## src/rtl/fetch_unit.sv

```systemverilog
// -----------------------------------------------------------------------------
// fetch_unit
//
// Instruction fetch front end for a synchronous-read instruction memory.
// A fetch PC (fpc) drives the memory address directly; the word returns one
// cycle later and is pushed, together with its address, into a 2-entry FIFO
// whose head is presented to decode. Issue is throttled so that the FIFO can
// never overflow, even counting the word that is still in flight. A redirect
// flushes everything buffered or in flight and restarts fetch at a new PC.
//
// Ports
//   clk            : single clock, rising edge
//   reset          : asynchronous, active-high
//   mem_address    : word address presented to the instruction memory (= fpc)
//   mem_read       : high in every cycle a fetch is issued
//   mem_data       : memory word, valid the cycle after its address
//   redirect_valid : one-cycle request to restart fetch at redirect_pc
//   redirect_pc    : new fetch address (bits [1:0] ignored)
//   out_valid      : instruction presented to decode
//   out_ready      : decode accepts (transfer when out_valid & out_ready)
//   out_instr      : instruction word at the FIFO head
//   out_pc         : address of out_instr
//
// Handshake: out_valid/out_ready follow strict valid/ready rules -- a transfer
// happens on any rising edge where both are high; while out_valid is high and
// out_ready is low the head entry (out_instr/out_pc) is held unchanged, and
// out_valid does not depend on out_ready.
// -----------------------------------------------------------------------------
module fetch_unit #(
    parameter logic [31:0] RESET_PC = 32'h0000_0000
) (
    input  logic        clk,
    input  logic        reset,
    output logic [31:0] mem_address,
    output logic        mem_read,
    input  logic [31:0] mem_data,
    input  logic        redirect_valid,
    input  logic [31:0] redirect_pc,
    output logic        out_valid,
    input  logic        out_ready,
    output logic [31:0] out_instr,
    output logic [31:0] out_pc
);

    // Fetch state
    logic [31:0] fpc_q, fpc_d;
    logic        inflight_q, inflight_d;
    logic [31:0] inflight_pc_q, inflight_pc_d;

    // 2-entry FIFO
    logic [31:0] instr_q [2];
    logic [31:0] instr_d [2];
    logic [31:0] pc_q    [2];
    logic [31:0] pc_d    [2];
    logic        rd_ptr_q, rd_ptr_d;
    logic        wr_ptr_q, wr_ptr_d;
    logic [1:0]  count_q, count_d;

    logic        pop;
    logic        push;
    logic        issue;
    logic [2:0]  occ_next;

    // The low address bits of a redirect target are dropped by design.
    logic [1:0]  unused_redirect_lsbs;
    assign unused_redirect_lsbs = redirect_pc[1:0];

    assign out_valid   = (count_q != 2'd0);
    assign out_instr   = instr_q[rd_ptr_q];
    assign out_pc      = pc_q[rd_ptr_q];
    assign mem_address = fpc_q;
    assign mem_read    = issue;

    assign pop  = out_valid & out_ready;
    // A response arriving in a redirect cycle belongs to the old stream.
    assign push = inflight_q & ~redirect_valid;

    // Occupancy the FIFO will reach once the in-flight word lands and the
    // current pop retires. Issuing only when this is below 2 guarantees a free
    // slot for the word issued now when it returns next cycle. A pop implies
    // count >= 1, so the subtraction never underflows.
    assign occ_next = {1'b0, count_q} + {2'b00, inflight_q} - {2'b00, pop};

    // Reset is included so mem_read drops the moment reset asserts.
    assign issue = ~reset & ~redirect_valid & (occ_next < 3'd2);

    always_comb begin
        fpc_d         = fpc_q;
        inflight_d    = issue;
        inflight_pc_d = inflight_pc_q;
        instr_d       = instr_q;
        pc_d          = pc_q;
        rd_ptr_d      = rd_ptr_q;
        wr_ptr_d      = wr_ptr_q;
        count_d       = count_q;

        if (redirect_valid) begin
            // Redirect wins over push, pop and issue. A pop in this cycle is
            // still a valid transfer of the head; the flush simply discards
            // whatever remains.
            fpc_d    = {redirect_pc[31:2], 2'b00};
            rd_ptr_d = 1'b0;
            wr_ptr_d = 1'b0;
            count_d  = 2'd0;
        end else begin
            if (issue) begin
                fpc_d         = fpc_q + 32'd4;   // wraps modulo 2^32
                inflight_pc_d = fpc_q;
            end
            if (push) begin
                instr_d[wr_ptr_q] = mem_data;
                pc_d[wr_ptr_q]    = inflight_pc_q;
                wr_ptr_d          = ~wr_ptr_q;
            end
            if (pop) begin
                rd_ptr_d = ~rd_ptr_q;
            end
            count_d = count_q + {1'b0, push} - {1'b0, pop};
        end
    end

    always_ff @(posedge clk or posedge reset) begin
        if (reset) begin
            fpc_q         <= RESET_PC;
            inflight_q    <= 1'b0;
            inflight_pc_q <= 32'h0;
            instr_q[0]    <= 32'h0;
            instr_q[1]    <= 32'h0;
            pc_q[0]       <= 32'h0;
            pc_q[1]       <= 32'h0;
            rd_ptr_q      <= 1'b0;
            wr_ptr_q      <= 1'b0;
            count_q       <= 2'd0;
        end else begin
            fpc_q         <= fpc_d;
            inflight_q    <= inflight_d;
            inflight_pc_q <= inflight_pc_d;
            instr_q[0]    <= instr_d[0];
            instr_q[1]    <= instr_d[1];
            pc_q[0]       <= pc_d[0];
            pc_q[1]       <= pc_d[1];
            rd_ptr_q      <= rd_ptr_d;
            wr_ptr_q      <= wr_ptr_d;
            count_q       <= count_d;
        end
    end

endmodule

```

## config.mk

```make
export PLATFORM = sky130hd
export DESIGN_NAME = fetch_unit
export DESIGN_NICKNAME = d
export VERILOG_FILES = /design/src/rtl/fetch_unit.sv
export SDC_FILE = /design/constraint.sdc
export NUM_CORES = 1
export LEC_CHECK = 0
export ABC_AREA = 0
export CORE_UTILIZATION = 56
export DETAILED_ROUTE_END_ITERATION = 16
export GPL_TIMING_DRIVEN = 0
export HOLD_SLACK_MARGIN = 0.05
export PLACE_DENSITY = 0.9
export SLEW_MARGIN = 10
export SYNTH_ARGS = -nofsm -noshare
export SYNTH_HDL_FRONTEND = slang
export SYNTH_SLANG_ARGS = --single-unit
```

## constraint.sdc

```tcl
create_clock -name clk -period 9 [get_ports clk]
set_clock_uncertainty 0.15 [all_clocks]
set_input_delay 1.35 -clock clk [delete_from_list [all_inputs] [get_ports clk]]
set_output_delay 1.35 -clock clk [all_outputs]
set_load 0.05 [all_outputs]
```

==> flow_summary.ini <==
[sta]
finalCritPeriodShare_pct = 75.7
setup_violations = 0
setup-tns-final_ns = 0
final_max_slew_viol_count = 0
max_slew.worst_pin.slew_ns = 1.10
layout_min_cycle_time_ns = 6.81
final-hold-violation-count = 0
clock.fmax_mhz = 147
slew_headroom_pct = 26.0
grt_setup_unrepaired = false

[cts]
cts_tree = done
htree_levels = 4
cts_hold_buf = 0
post_cts_buffers = 0
clk-insertion-delay-late_ns = 0.43
cts_buffers = 17
clock_sink_count = 189
cts_root_buf = sky130_fd_sc_hd__clkbuf_16
clock_path_buffers = 2
ctsResizeCount = 0
path_clk_slew_ns = 0.07

[outcome]
outcome = finished clean

[global_route]
grt_first_pass_wirelength_um = 32700
grt.total_usage_pct = 26.6
grt_max_degree = 134
antenna_found_initial = 0
first_global_vias = 6342
overflow = 0

[worst_hold_path]
min_path_type = register to register
timing.hold.worst_path_depth = 1

[synth]
postSynthAreaPerCell_um2 = 13.3
synth.distinct_cells = 45
async_s_r_ff_share_synth_pct = 100
ys_warn_count = 0
netlist.top_cell.by_area = sky130_fd_sc_hd__dfrtp_1
synthTopCellsByArea = sky130_fd_sc_hd__dfrtp_1 (55%), sky130_fd_sc_hd__mux2_2 (28%), sky130_fd_sc_hd__nand2_1 (1.5%)
synth_edf_count = 0
yosys_register_bits = 189
postSynthCellCount = 647
yosysSeqAreaShare_pct = 55.2
ys.flop_type = sky130_fd_sc_hd__dfrtp_1
post-synth-top-area-fraction_pct = 55.2
synthesis.area_um2 = 8580

[die]
core_area_um2 = 14800
io_pins = 166
die_h_um = 126
row_count = 44
start_util_pct = 58.1
design.die.area_um2 = 15800
die_width_um = 126

[layout]
final_cells = 1025
layout.cells.most_common_list = sky130_fd_sc_hd__mux2_2 (212), sky130_fd_sc_hd__dfrtp_1 (189), sky130_fd_sc_hd__clkdlybuf4s50_1 (158)
antenna_cells_inserted = 0
design.final.nets = 901
utilization_after_layout_pct = 74.8
final_common_cell = sky130_fd_sc_hd__mux2_2
fillCellCount = 925
post_route_cells_drive_above_1_share_pct = 31.3
area_growth_syn_to_layout_pct = 28.7

[detailed_routing]
drcViolationCount = 0
total_wire_length_after_detailed_routing_um = 20100
via_count = 6018
detail_route.vias_per_cell = 5.87
routedWlPerCell_um = 19.7
detailedRoute.firstIterationViolations = 333
ant_nets = 0
drt_pass1_iterations = 7

[placed_design]
place.gp.congestion = 0.863
detailedPlacementHpwl_um = 14000
place.port_buffers = 158
numPlacedInstances = 993

[worst_setup_path]
crit_path_cell_trace = clkdlybuf4s50_1 -> and2_1 -> ha_1 -> nand2b_1 -> fa_1 -> xnor2_1 -> nand3_1 -> clkbuf_1 -> clkbuf_1 -> inv_1 -> clkdlybuf4s50_1
worst-path-buf-inv = 5
cp-end-kind = output port
critical_path.startpoint_type = input port
arrival_ns = 5.31
worst_path_largest_cell_delay_ns = 0.82
critical_path_class = input port to output port
worst-endpoint-required_ns = 7.50
timing.critical_path.slowest_stage_cell = sky130_fd_sc_hd__clkdlybuf4s50_1
worst_path_dominant_cell_family = buffers and inverters
reg2regPathDepth = 10
worstSetupPathDepth = 11
critical_path_peak_fanout = 10

[power_and_ir_drop]
total_power_mw = 4.15
leakagePower_nw = 4.68
vdd_drop_max_v = 0.000223
power_density_over_cell_area_nw_per_um2 = 376

[run]
cap_violations = 0
-- cells in the mapped netlist (10+ instances only) --
master and number:
sky130_fd_sc_hd__dfrtp_1 189, sky130_fd_sc_hd__nand4_1 10, sky130_fd_sc_hd__nand2_1 35, sky130_fd_sc_hd__or4_1 12, sky130_fd_sc_hd__o21ai_0 17, sky130_fd_sc_hd__clkbuf_1 28
sky130_fd_sc_hd__nand3_1 13, sky130_fd_sc_hd__mux2_2 212, sky130_fd_sc_hd__nor2_1 14
-- layer usage --
layer	routed length, um	part of all wire [%]	GRT usage, %	vias up
li1	-	-	-	2710
met1	8360	42	34.1	2983
met2	9790	49	44.2	280
met4	504	2.5	11.7	0
met3	1490	7.4	5.31	45
met5	0	0	0	-
-- through the flow --
stage | setup WS, ns | hold slack (ns) | area [um^2]
6_report | 2.19 | 0.353 | 11000
5_1_grt | 1.95 | 0.368 | 11000
4_1_cts | 2.22 | 0.356 | 11000
3_5_place_dp | 2.23 | 0.340 | 10400
3_3_place_gp | 0.336 | 0.331 | 10400
2_1_floorplan | 2.36 | 0.312 | 8590
-- sequential cells by signal, summed over array words and instances, names as in the netlist --
| name | cells |
|---|---|
| instr_q | 64 |
| pc_q | 60 |
| inflight_pc_q | 30 |
| mem_address | 30 |
| count_q | 2 |
| inflight_q | 1 |
| rd_ptr_q | 1 |
| wr_ptr_q | 1 |
-- worst register-to-register path, delay by kind of cell (launching register included) --
kind | cells | cell delay (ns)
buf+inv | 1 | 0.37
simple gates | 5 | 1.22
xor+xnor | 1 | 0.44
fa+ha+maj | 2 | 0.70
compound gates | 1 | 0.46
flops | 1 | 0.46
-- cells by family after synthesis --
logic type	after synthesis	share of synthesized area [%]
AOI/OAI and AO/OA	51	3.98
muxes	215	28.2
xor gates and xnor gates	14	1.43
other	1	0.0437
DFF	189	55.2
and+or+nand+nor	122	7.91
adders and majority gates	5	0.817
buffers and inverters	50	2.48
-- final cells by class --
cell class              count  area [um^2]  area share (%)
plain buffers              40          175            1.59
clock buffers              17          425            3.86
clock inverters            15          175            1.59
inverters                  10         45.0           0.408
multi-input cells         411         3640            33.0
flip-flops and latches    189         4730            42.9
well taps                 184          230            2.09
repair buffers            159         1610            14.6
-- where the power goes --
| part | switching [mW] | internal (mW) | leakage, nW |
|---|---|---|---|
| registers | 0.213 | 1.20 | 2.33 |
| clock network | 0.346 | 0.421 | 0.298 |
| logic | 1.14 | 0.835 | 2.04 |
| total | 1.70 | 2.45 | 4.68 |
-- final timing paths --
path                       slack [ns]           endpoint  startpoint
max                              2.19           mem_read   out_ready
max in group asynchronous        6.42  inflight_pc_q[30]       reset
min in group asynchronous        1.34           pc_q[52]       reset
min reg2reg                      0.35            pc_q[2]     pc_q[2]
min                              0.35            pc_q[2]     pc_q[2]
max reg2reg                      5.09    mem_address[24]  count_q[1]
Note: power is estimated with default switching activity, not from simulation.
